## src/rtl/truth_table_scanner_pkg.sv

```systemverilog
// Shared definitions for the truth-table scanner.
//   - state_e      : scan controller states
//   - literals_t   : true/complement literal bundle for one input vector
//   - vec_literals : maps a vector index onto its literal bundle
package truth_table_scanner_pkg;

  localparam int NUM_VECTORS = 16;
  localparam int VEC_W       = 4;
  localparam int COUNT_W     = 5;
  // Wide enough for the largest settle time (15).
  localparam int SETTLE_W    = 4;

  typedef enum logic [1:0] {
    ST_IDLE   = 2'd0,
    ST_SETTLE = 2'd1,
    ST_SAMPLE = 2'd2,
    ST_DONE   = 2'd3
  } state_e;

  typedef struct packed {
    logic a;
    logic ab;
    logic b;
    logic bb;
    logic c;
    logic d;
    logic db;
  } literals_t;

  // a is the MSB of the index and d the LSB; c has no complement output.
  function automatic literals_t vec_literals(input logic [VEC_W-1:0] idx);
    literals_t lit;
    lit.a  = idx[3];
    lit.ab = ~idx[3];
    lit.b  = idx[2];
    lit.bb = ~idx[2];
    lit.c  = idx[1];
    lit.d  = idx[0];
    lit.db = ~idx[0];
    return lit;
  endfunction

endpackage

```

## src/rtl/truth_table_scanner_if.sv

```systemverilog
// Bus between the scanner and whoever controls it.
//   start, abort, f_in      : control and the response of the unit under test
//   a, ab, b, bb, c, d, db  : literals of the vector currently applied
//   busy, done              : scan status
//   minterm_mask            : sampled response, bit k for vector k
//   ones_count              : number of set bits in minterm_mask
// Modports: master drives start/abort/f_in, slave is the scanner.
interface truth_table_scanner_if;
  import truth_table_scanner_pkg::*;

  logic                   start;
  logic                   abort;
  logic                   f_in;
  logic                   a;
  logic                   ab;
  logic                   b;
  logic                   bb;
  logic                   c;
  logic                   d;
  logic                   db;
  logic                   busy;
  logic                   done;
  logic [NUM_VECTORS-1:0] minterm_mask;
  logic [COUNT_W-1:0]     ones_count;

  modport master (
    output start, abort, f_in,
    input  a, ab, b, bb, c, d, db, busy, done, minterm_mask, ones_count
  );

  modport slave (
    input  start, abort, f_in,
    output a, ab, b, bb, c, d, db, busy, done, minterm_mask, ones_count
  );

endinterface

```

## src/rtl/truth_table_scanner_settle_timer.sv

```systemverilog
// Settle timer: a down-counter that is loaded with LOAD_VAL and counts to
// zero while enabled. The counter reads as expired once it reaches zero.
// A load of N therefore gives N+1 cycles up to and including the expiry cycle.
//   clk, rst_n : clock and asynchronous active-low reset
//   i_load     : reload the counter with LOAD_VAL (wins over i_en)
//   i_en       : count down by one (saturating at zero)
//   o_expired  : counter is zero
module truth_table_scanner_settle_timer #(
  parameter int unsigned       WIDTH    = 4,
  parameter logic [WIDTH-1:0]  LOAD_VAL = {WIDTH{1'b0}}
) (
  input  logic clk,
  input  logic rst_n,
  input  logic i_load,
  input  logic i_en,
  output logic o_expired
);

  logic [WIDTH-1:0] r_count;

  // Down-counter with load priority.
  always_ff @(posedge clk or negedge rst_n) begin
    if (!rst_n) begin
      r_count <= {WIDTH{1'b0}};
    end else if (i_load) begin
      r_count <= LOAD_VAL;
    end else if (i_en && (r_count != {WIDTH{1'b0}})) begin
      r_count <= r_count - WIDTH'(1);
    end else begin
      r_count <= r_count;
    end
  end

  assign o_expired = (r_count == {WIDTH{1'b0}});

endmodule

```

## src/rtl/truth_table_scanner.sv

```systemverilog
// Truth-table scanner: walks the 16 input vectors of a 4-input combinational
// unit, waits SETTLE cycles per vector, samples its response f_in and builds
// the minterm mask plus a population count.
//   SETTLE : settle cycles per vector (1..15)
//   clk    : clock, rising edge
//   rst_n  : asynchronous active-low reset
//   bus    : slave side of truth_table_scanner_if
// All outputs come straight from flops; f_in only reaches the mask/count
// registers, so there is no combinational path from f_in to any output.
module truth_table_scanner
  import truth_table_scanner_pkg::*;
#(
  parameter int unsigned SETTLE = 2
) (
  input  logic                 clk,
  input  logic                 rst_n,
  truth_table_scanner_if.slave bus
);

  localparam logic [VEC_W-1:0]    LAST_IDX   = VEC_W'(NUM_VECTORS - 1);
  localparam logic [SETTLE_W-1:0] SETTLE_LDV = SETTLE_W'(SETTLE - 1);

  state_e                 r_state;
  logic [VEC_W-1:0]       r_idx;
  literals_t              r_lit;
  logic [NUM_VECTORS-1:0] r_mask;
  logic [COUNT_W-1:0]     r_ones;
  logic                   r_busy;
  logic                   r_done;

  logic                   w_start_ok;
  logic                   w_tmr_load;
  logic                   w_tmr_en;
  logic                   w_tmr_expired;

  // abort beats start when both arrive in IDLE.
  assign w_start_ok = bus.start && !bus.abort;

  // Settle timer control: reload on scan start and when moving to the next
  // vector, count while settling.
  always_comb begin
    w_tmr_load = 1'b0;
    w_tmr_en   = 1'b0;
    case (r_state)
      ST_IDLE: begin
        if (w_start_ok) begin
          w_tmr_load = 1'b1;
        end else begin
          w_tmr_load = 1'b0;
        end
      end
      ST_SETTLE: begin
        if (!bus.abort) begin
          w_tmr_en = 1'b1;
        end else begin
          w_tmr_en = 1'b0;
        end
      end
      ST_SAMPLE: begin
        if (!bus.abort && (r_idx != LAST_IDX)) begin
          w_tmr_load = 1'b1;
        end else begin
          w_tmr_load = 1'b0;
        end
      end
      default: begin
        w_tmr_load = 1'b0;
        w_tmr_en   = 1'b0;
      end
    endcase
  end

  truth_table_scanner_settle_timer #(
    .WIDTH    (SETTLE_W),
    .LOAD_VAL (SETTLE_LDV)
  ) u_settle_timer (
    .clk       (clk),
    .rst_n     (rst_n),
    .i_load    (w_tmr_load),
    .i_en      (w_tmr_en),
    .o_expired (w_tmr_expired)
  );

  // Scan controller. busy is written with the next state so it tracks the
  // state register exactly; done is raised on the edge that leaves DONE.
  always_ff @(posedge clk or negedge rst_n) begin
    if (!rst_n) begin
      r_state <= ST_IDLE;
      r_idx   <= {VEC_W{1'b0}};
      r_lit   <= vec_literals({VEC_W{1'b0}});
      r_mask  <= {NUM_VECTORS{1'b0}};
      r_ones  <= {COUNT_W{1'b0}};
      r_busy  <= 1'b0;
      r_done  <= 1'b0;
    end else begin
      r_done <= 1'b0;
      case (r_state)
        ST_IDLE: begin
          if (w_start_ok) begin
            r_state <= ST_SETTLE;
            r_idx   <= {VEC_W{1'b0}};
            r_lit   <= vec_literals({VEC_W{1'b0}});
            r_mask  <= {NUM_VECTORS{1'b0}};
            r_ones  <= {COUNT_W{1'b0}};
            r_busy  <= 1'b1;
          end else begin
            r_state <= ST_IDLE;
            r_busy  <= 1'b0;
          end
        end
        ST_SETTLE: begin
          if (bus.abort) begin
            r_state <= ST_IDLE;
            r_busy  <= 1'b0;
          end else if (w_tmr_expired) begin
            r_state <= ST_SAMPLE;
          end else begin
            r_state <= ST_SETTLE;
          end
        end
        ST_SAMPLE: begin
          if (bus.abort) begin
            // The sample of this cycle is dropped.
            r_state <= ST_IDLE;
            r_busy  <= 1'b0;
          end else begin
            r_mask[r_idx] <= bus.f_in;
            if (bus.f_in) begin
              r_ones <= r_ones + COUNT_W'(1);
            end else begin
              r_ones <= r_ones;
            end
            if (r_idx == LAST_IDX) begin
              // Index stays at 15; it never wraps inside a scan.
              r_state <= ST_DONE;
            end else begin
              r_state <= ST_SETTLE;
              r_idx   <= r_idx + VEC_W'(1);
              r_lit   <= vec_literals(r_idx + VEC_W'(1));
            end
          end
        end
        ST_DONE: begin
          // abort is ignored here; the completion pulse always happens.
          r_state <= ST_IDLE;
          r_busy  <= 1'b0;
          r_done  <= 1'b1;
        end
        default: begin
          r_state <= ST_IDLE;
          r_busy  <= 1'b0;
        end
      endcase
    end
  end

  assign bus.a            = r_lit.a;
  assign bus.ab           = r_lit.ab;
  assign bus.b            = r_lit.b;
  assign bus.bb           = r_lit.bb;
  assign bus.c            = r_lit.c;
  assign bus.d            = r_lit.d;
  assign bus.db           = r_lit.db;
  assign bus.busy         = r_busy;
  assign bus.done         = r_done;
  assign bus.minterm_mask = r_mask;
  assign bus.ones_count   = r_ones;

endmodule

```

## src/flat_wrapper.sv

```systemverilog
// flat-port wrapper written by rule: the top's interface ports become plain ports
module truth_table_scanner_flat import truth_table_scanner_pkg::*;
#(
  parameter int unsigned SETTLE = 2
)
  (clk, rst_n, bus_start, bus_abort, bus_f_in, bus_a, bus_ab, bus_b, bus_bb, bus_c, bus_d, bus_db, bus_busy, bus_done, bus_minterm_mask, bus_ones_count);
  truth_table_scanner_if bus_i ();
  input  logic clk;
  input  logic rst_n;
  input wire logic [$bits(bus_i.start)-1:0] bus_start;
  input wire logic [$bits(bus_i.abort)-1:0] bus_abort;
  input wire logic [$bits(bus_i.f_in)-1:0] bus_f_in;
  output wire logic [$bits(bus_i.a)-1:0] bus_a;
  output wire logic [$bits(bus_i.ab)-1:0] bus_ab;
  output wire logic [$bits(bus_i.b)-1:0] bus_b;
  output wire logic [$bits(bus_i.bb)-1:0] bus_bb;
  output wire logic [$bits(bus_i.c)-1:0] bus_c;
  output wire logic [$bits(bus_i.d)-1:0] bus_d;
  output wire logic [$bits(bus_i.db)-1:0] bus_db;
  output wire logic [$bits(bus_i.busy)-1:0] bus_busy;
  output wire logic [$bits(bus_i.done)-1:0] bus_done;
  output wire logic [$bits(bus_i.minterm_mask)-1:0] bus_minterm_mask;
  output wire logic [$bits(bus_i.ones_count)-1:0] bus_ones_count;
  assign bus_i.start = bus_start;
  assign bus_i.abort = bus_abort;
  assign bus_i.f_in = bus_f_in;
  assign bus_a = bus_i.a;
  assign bus_ab = bus_i.ab;
  assign bus_b = bus_i.b;
  assign bus_bb = bus_i.bb;
  assign bus_c = bus_i.c;
  assign bus_d = bus_i.d;
  assign bus_db = bus_i.db;
  assign bus_busy = bus_i.busy;
  assign bus_done = bus_i.done;
  assign bus_minterm_mask = bus_i.minterm_mask;
  assign bus_ones_count = bus_i.ones_count;
  truth_table_scanner #(.SETTLE(SETTLE)) u_core (.clk(clk), .rst_n(rst_n), .bus(bus_i));
endmodule
```

## config.mk

```make
export PLATFORM = sky130hd
export DESIGN_NAME = truth_table_scanner_flat
export DESIGN_NICKNAME = d
export VERILOG_FILES = /design/src/rtl/truth_table_scanner_pkg.sv /design/src/rtl/truth_table_scanner_if.sv /design/src/rtl/truth_table_scanner_settle_timer.sv /design/src/rtl/truth_table_scanner.sv /design/src/flat_wrapper.sv
export SDC_FILE = /design/constraint.sdc
export NUM_CORES = 1
export LEC_CHECK = 0
export BUFFER_PORTS_ARGS = -buffer_cell sky130_fd_sc_hd__buf_2
export CAP_MARGIN = 40
export CORE_MARGIN = 1
export CORE_UTILIZATION = 57
export CTS_BUF_LIST = sky130_fd_sc_hd__clkbuf_4 sky130_fd_sc_hd__clkbuf_8
export CTS_CLUSTER_DIAMETER = 80
export CTS_CLUSTER_SIZE = 14
export DETAILED_ROUTE_END_ITERATION = 8
export PLACE_DENSITY = 0.8
export SKIP_LAST_GASP = 1
export SLEW_MARGIN = 20
export SYNTH_ARGS = -nofsm -noshare
export SYNTH_HDL_FRONTEND = slang
export SYNTH_SLANG_ARGS = --single-unit
```

## constraint.sdc

```tcl
create_clock -name clk -period 2 [get_ports clk]
set_input_delay 0.2 -clock clk [delete_from_list [all_inputs] [get_ports clk]]
set_output_delay 0.2 -clock clk [all_outputs]
set_load 0.005 [all_outputs]
```

==> results.yml <==
clock_network:
  cts.sinks: 36
  path_clk_slew_ns: 0.10
  cts_tree: "built"
  clock_latency_ns: 0.34
  root_buffer: "clkbuf_4"
  clock_path_buffers: 2
  cts_buffers: 5
  htreeDepth: 2
setup_path:
  cp.required_ns: 2.27
  worst_setup_path_start_kind: "register"
  cp-end-kind: "register"
  critPathCapture: "u_core.bus.ones_count[4]"
  worst_path_max_delay_cell: "or3_4"
  crit_fanout: 6
  critical_path.top_delay_family: "simple AND/OR/NAND/NOR gates"
  critPathBufInv: 1
  startpoint: "u_core.r_state[0]"
  rr_startpoint: "u_core.r_state[0]"
  crit_chain: "inv_1 > ha_1 > nor2b_1 > or3_4 > or3_1 > a21oi_1"
  critPathMaxStageDelay_ns: 0.42
  reg2reg_depth: 6
  crit_type: "reg -> reg"
  r2r-end: "u_core.bus.ones_count[4]"
  worst-r2r-setup-slack_ns: 0.07
  critical_path_cell_count: 6
  cp.arrival_ns: 2.19
timing:
  fin_worst_skew_ns: 0.00400
  setup_slack_ns: 0.0736
  drv_slew: 0
  timing.fmax_mhz: 519
  min_period_ns: 1.93
  worstMarginPinSlew_ns: 0.503
  rsz0062_at_grt: "yes"
  setup_tns_ns: 0
  hold_viol: 0
  min_period_over_period_pct: 96.3
  setup_viol: 0
  relSlewSlack_pct: 66.1
  holdWs_ns: 0.147
pwr:
  power.leakage_nw: 1.13
  power_mw: 1.57
  ir_worst_vdd_v: 0.000440
  powerDensity_nw_per_um2: 681
global_routing:
  grt_pass1_wl_um: 7100
  grtUsageTotal_pct: 26.9
  gr-total-overflow: 0
  grt_max_degree: 37
  grt_pass1_vias: 1517
  antenna_found_initial: 0
synthesis:
  synth_commonest_cells: "dfrtp_1, nand2_1, and3_1"
  synth_edf_count: 0
  synth_flop_cell: "dfrtp_1"
  syn_inst: 201
  yosysTopAreaCell: "dfrtp_1"
  ys_seq_area_share_pct: 47.2
  ys_ff_latch: 36
  yosysUniqueCellTypes: 42
  async_flop_share_pct: 100
  synthesis.area_um2: 1920
  ys_warn_count: 0
  syn-num-nets: 217
  synth_top_area_share_pct: 43.1
  synth.avg_cell_area_um2: 9.54
  synthTopCellsByArea: "dfrtp_1, ha_1, nand2_1, dfstp_2, and3_1"
  synth_most_common_cell: "dfrtp_1"
floorplan:
  io_pins: 35
  rows: 20
  coreArea_um2: 3130
  dieArea_um2: 3600
  die-width_um: 60.0
  die-height_um: 60.0
  start_util_pct: 61.3
route:
  drt-total-wl_um: 4320
  drc_errors: 0
  drt-wirelength-per-cell_um: 15.1
  dr.first_iter.drc_count: 71
  dr.pass1.iters: 4
  ant_nets: 0
  via_count: 1661
  drt-vias-per-instance: 5.81
placement:
  dp_hpwl_um: 3100
  dpl.cell_count: 275
  pre_cts_slack_ns: -0.0962
  place.gp.congestion: 0.834
  placed_area_um2: 2150
  port-buffer-count: 34
run_status:
  outcome: "completed"
cells_and_area:
  final_area_um2: 2300
  drive_gt1_share_pct: 24.8
  syn_to_final_growth_pct: 20.0
  final_nets: 257
  n_antenna_cell: 0
  finalNonFillerCells: 286
  final_util_pct: 73.6
run:
  cap_violations: 0
min_path:
  worst_hold_path_type: "in -> reg"
==> cell families (layout without fill, tap and decap cells) <==
| logic type | Yosys count | in the layout | share of synthesized area [%] |
|---|---|---|---|
| compound gates | 45 | 45 | 15.3 |
| buf+inv | 18 | 59 | 3.85 |
| simple gates | 84 | 84 | 23.0 |
| xor+xnor | 4 | 4 | 1.83 |
| flops | 36 | 36 | 47.2 |
| mux | 3 | 3 | 1.63 |
| fa+ha+maj | 11 | 11 | 7.18 |
==> worst min-delay path by stage <==
| stage | start | to | slack [ns] | cells past startpoint |
|---|---|---|---|---|
| after floorplan | rst_n | u_core.bus.busy | -0.1 | 0 |
| after global placement | rst_n | u_core.bus.minterm_mask[13] | 0.32 | 1 |
| after detailed placement | rst_n | u_core.bus.minterm_mask[2] | 0.33 | 1 |
| after CTS | bus_start | u_core.r_state[0] | 0.13 | 3 |
| after global routing | bus_start | u_core.r_state[0] | 0.16 | 3 |
| final | bus_start | u_core.r_state[0] | 0.15 | 3 |
==> where the power goes <==
part           leakage [nW]  switching (mW)  total, mW  internal (mW)
clock                0.0515           0.242      0.574          0.332
sequential            0.486          0.0240      0.780          0.756
combinational         0.595           0.126      0.214         0.0878
total                  1.13           0.392       1.57           1.18
==> cell type report <==
cell class                      count  area (µm²)
Multi-Input combinational cell    147         953
Timing Repair Buffer               44         268
Tap cell                           44        55.1
Inverter                            7        26.3
Clock inverter                      1        30.0
Fill cell                         235         826
Sequential cell                    36         905
Clock buffer                        7        65.1
==> what timing repair did <==
action                     CTS  global route
setup endpoints to repair   15             9
hold buffers                 1             0
gates cloned                 0             0
setup buffers                0             1
resized for setup            1             2
pin swaps                    0             0
hold endpoints to repair    33             0
==> routing by layer <==
layer / GRT usage [%] / vias up / share of wire, %
li1: - / 795 / -
met1: 35.8 / 818 / 46
met2: 43.8 / 41 / 48
met3: 6.49 / 7 / 4.7
met4: 7.31 / 0 / 1.0
met5: 0 / - / 0
==> placed cells by master, fill, tap and decap left out, types with 6 or more instances in the layout <==
cell type and n:
o22ai_1 11, o21ai_0 10, buf_2 34, nor2_1 11, dfrtp_1 33, nand2_1 26
nand2b_1 6, ha_1 11, buf_4 8, and3_1 12, inv_1 7
==> state kept, by name, indices dropped and copies added, names as in the netlist <==
signal / count
u_core.bus.minterm_mask: 16
u_core.bus.ones_count: 5
u_core.r_idx: 4
u_core.u_settle_timer.r_count: 4
u_core.r_state: 2
u_core.bus.ab: 1
u_core.bus.bb: 1
u_core.bus.busy: 1
u_core.bus.db: 1
u_core.bus.done: 1
==> tightest hold or removal path, stage by stage <==
cell and delay (ns):
buf_2 0.11, inv_1 0.06, a221oi_1 0.07
Note: power is estimated with default switching activity, not from simulation.
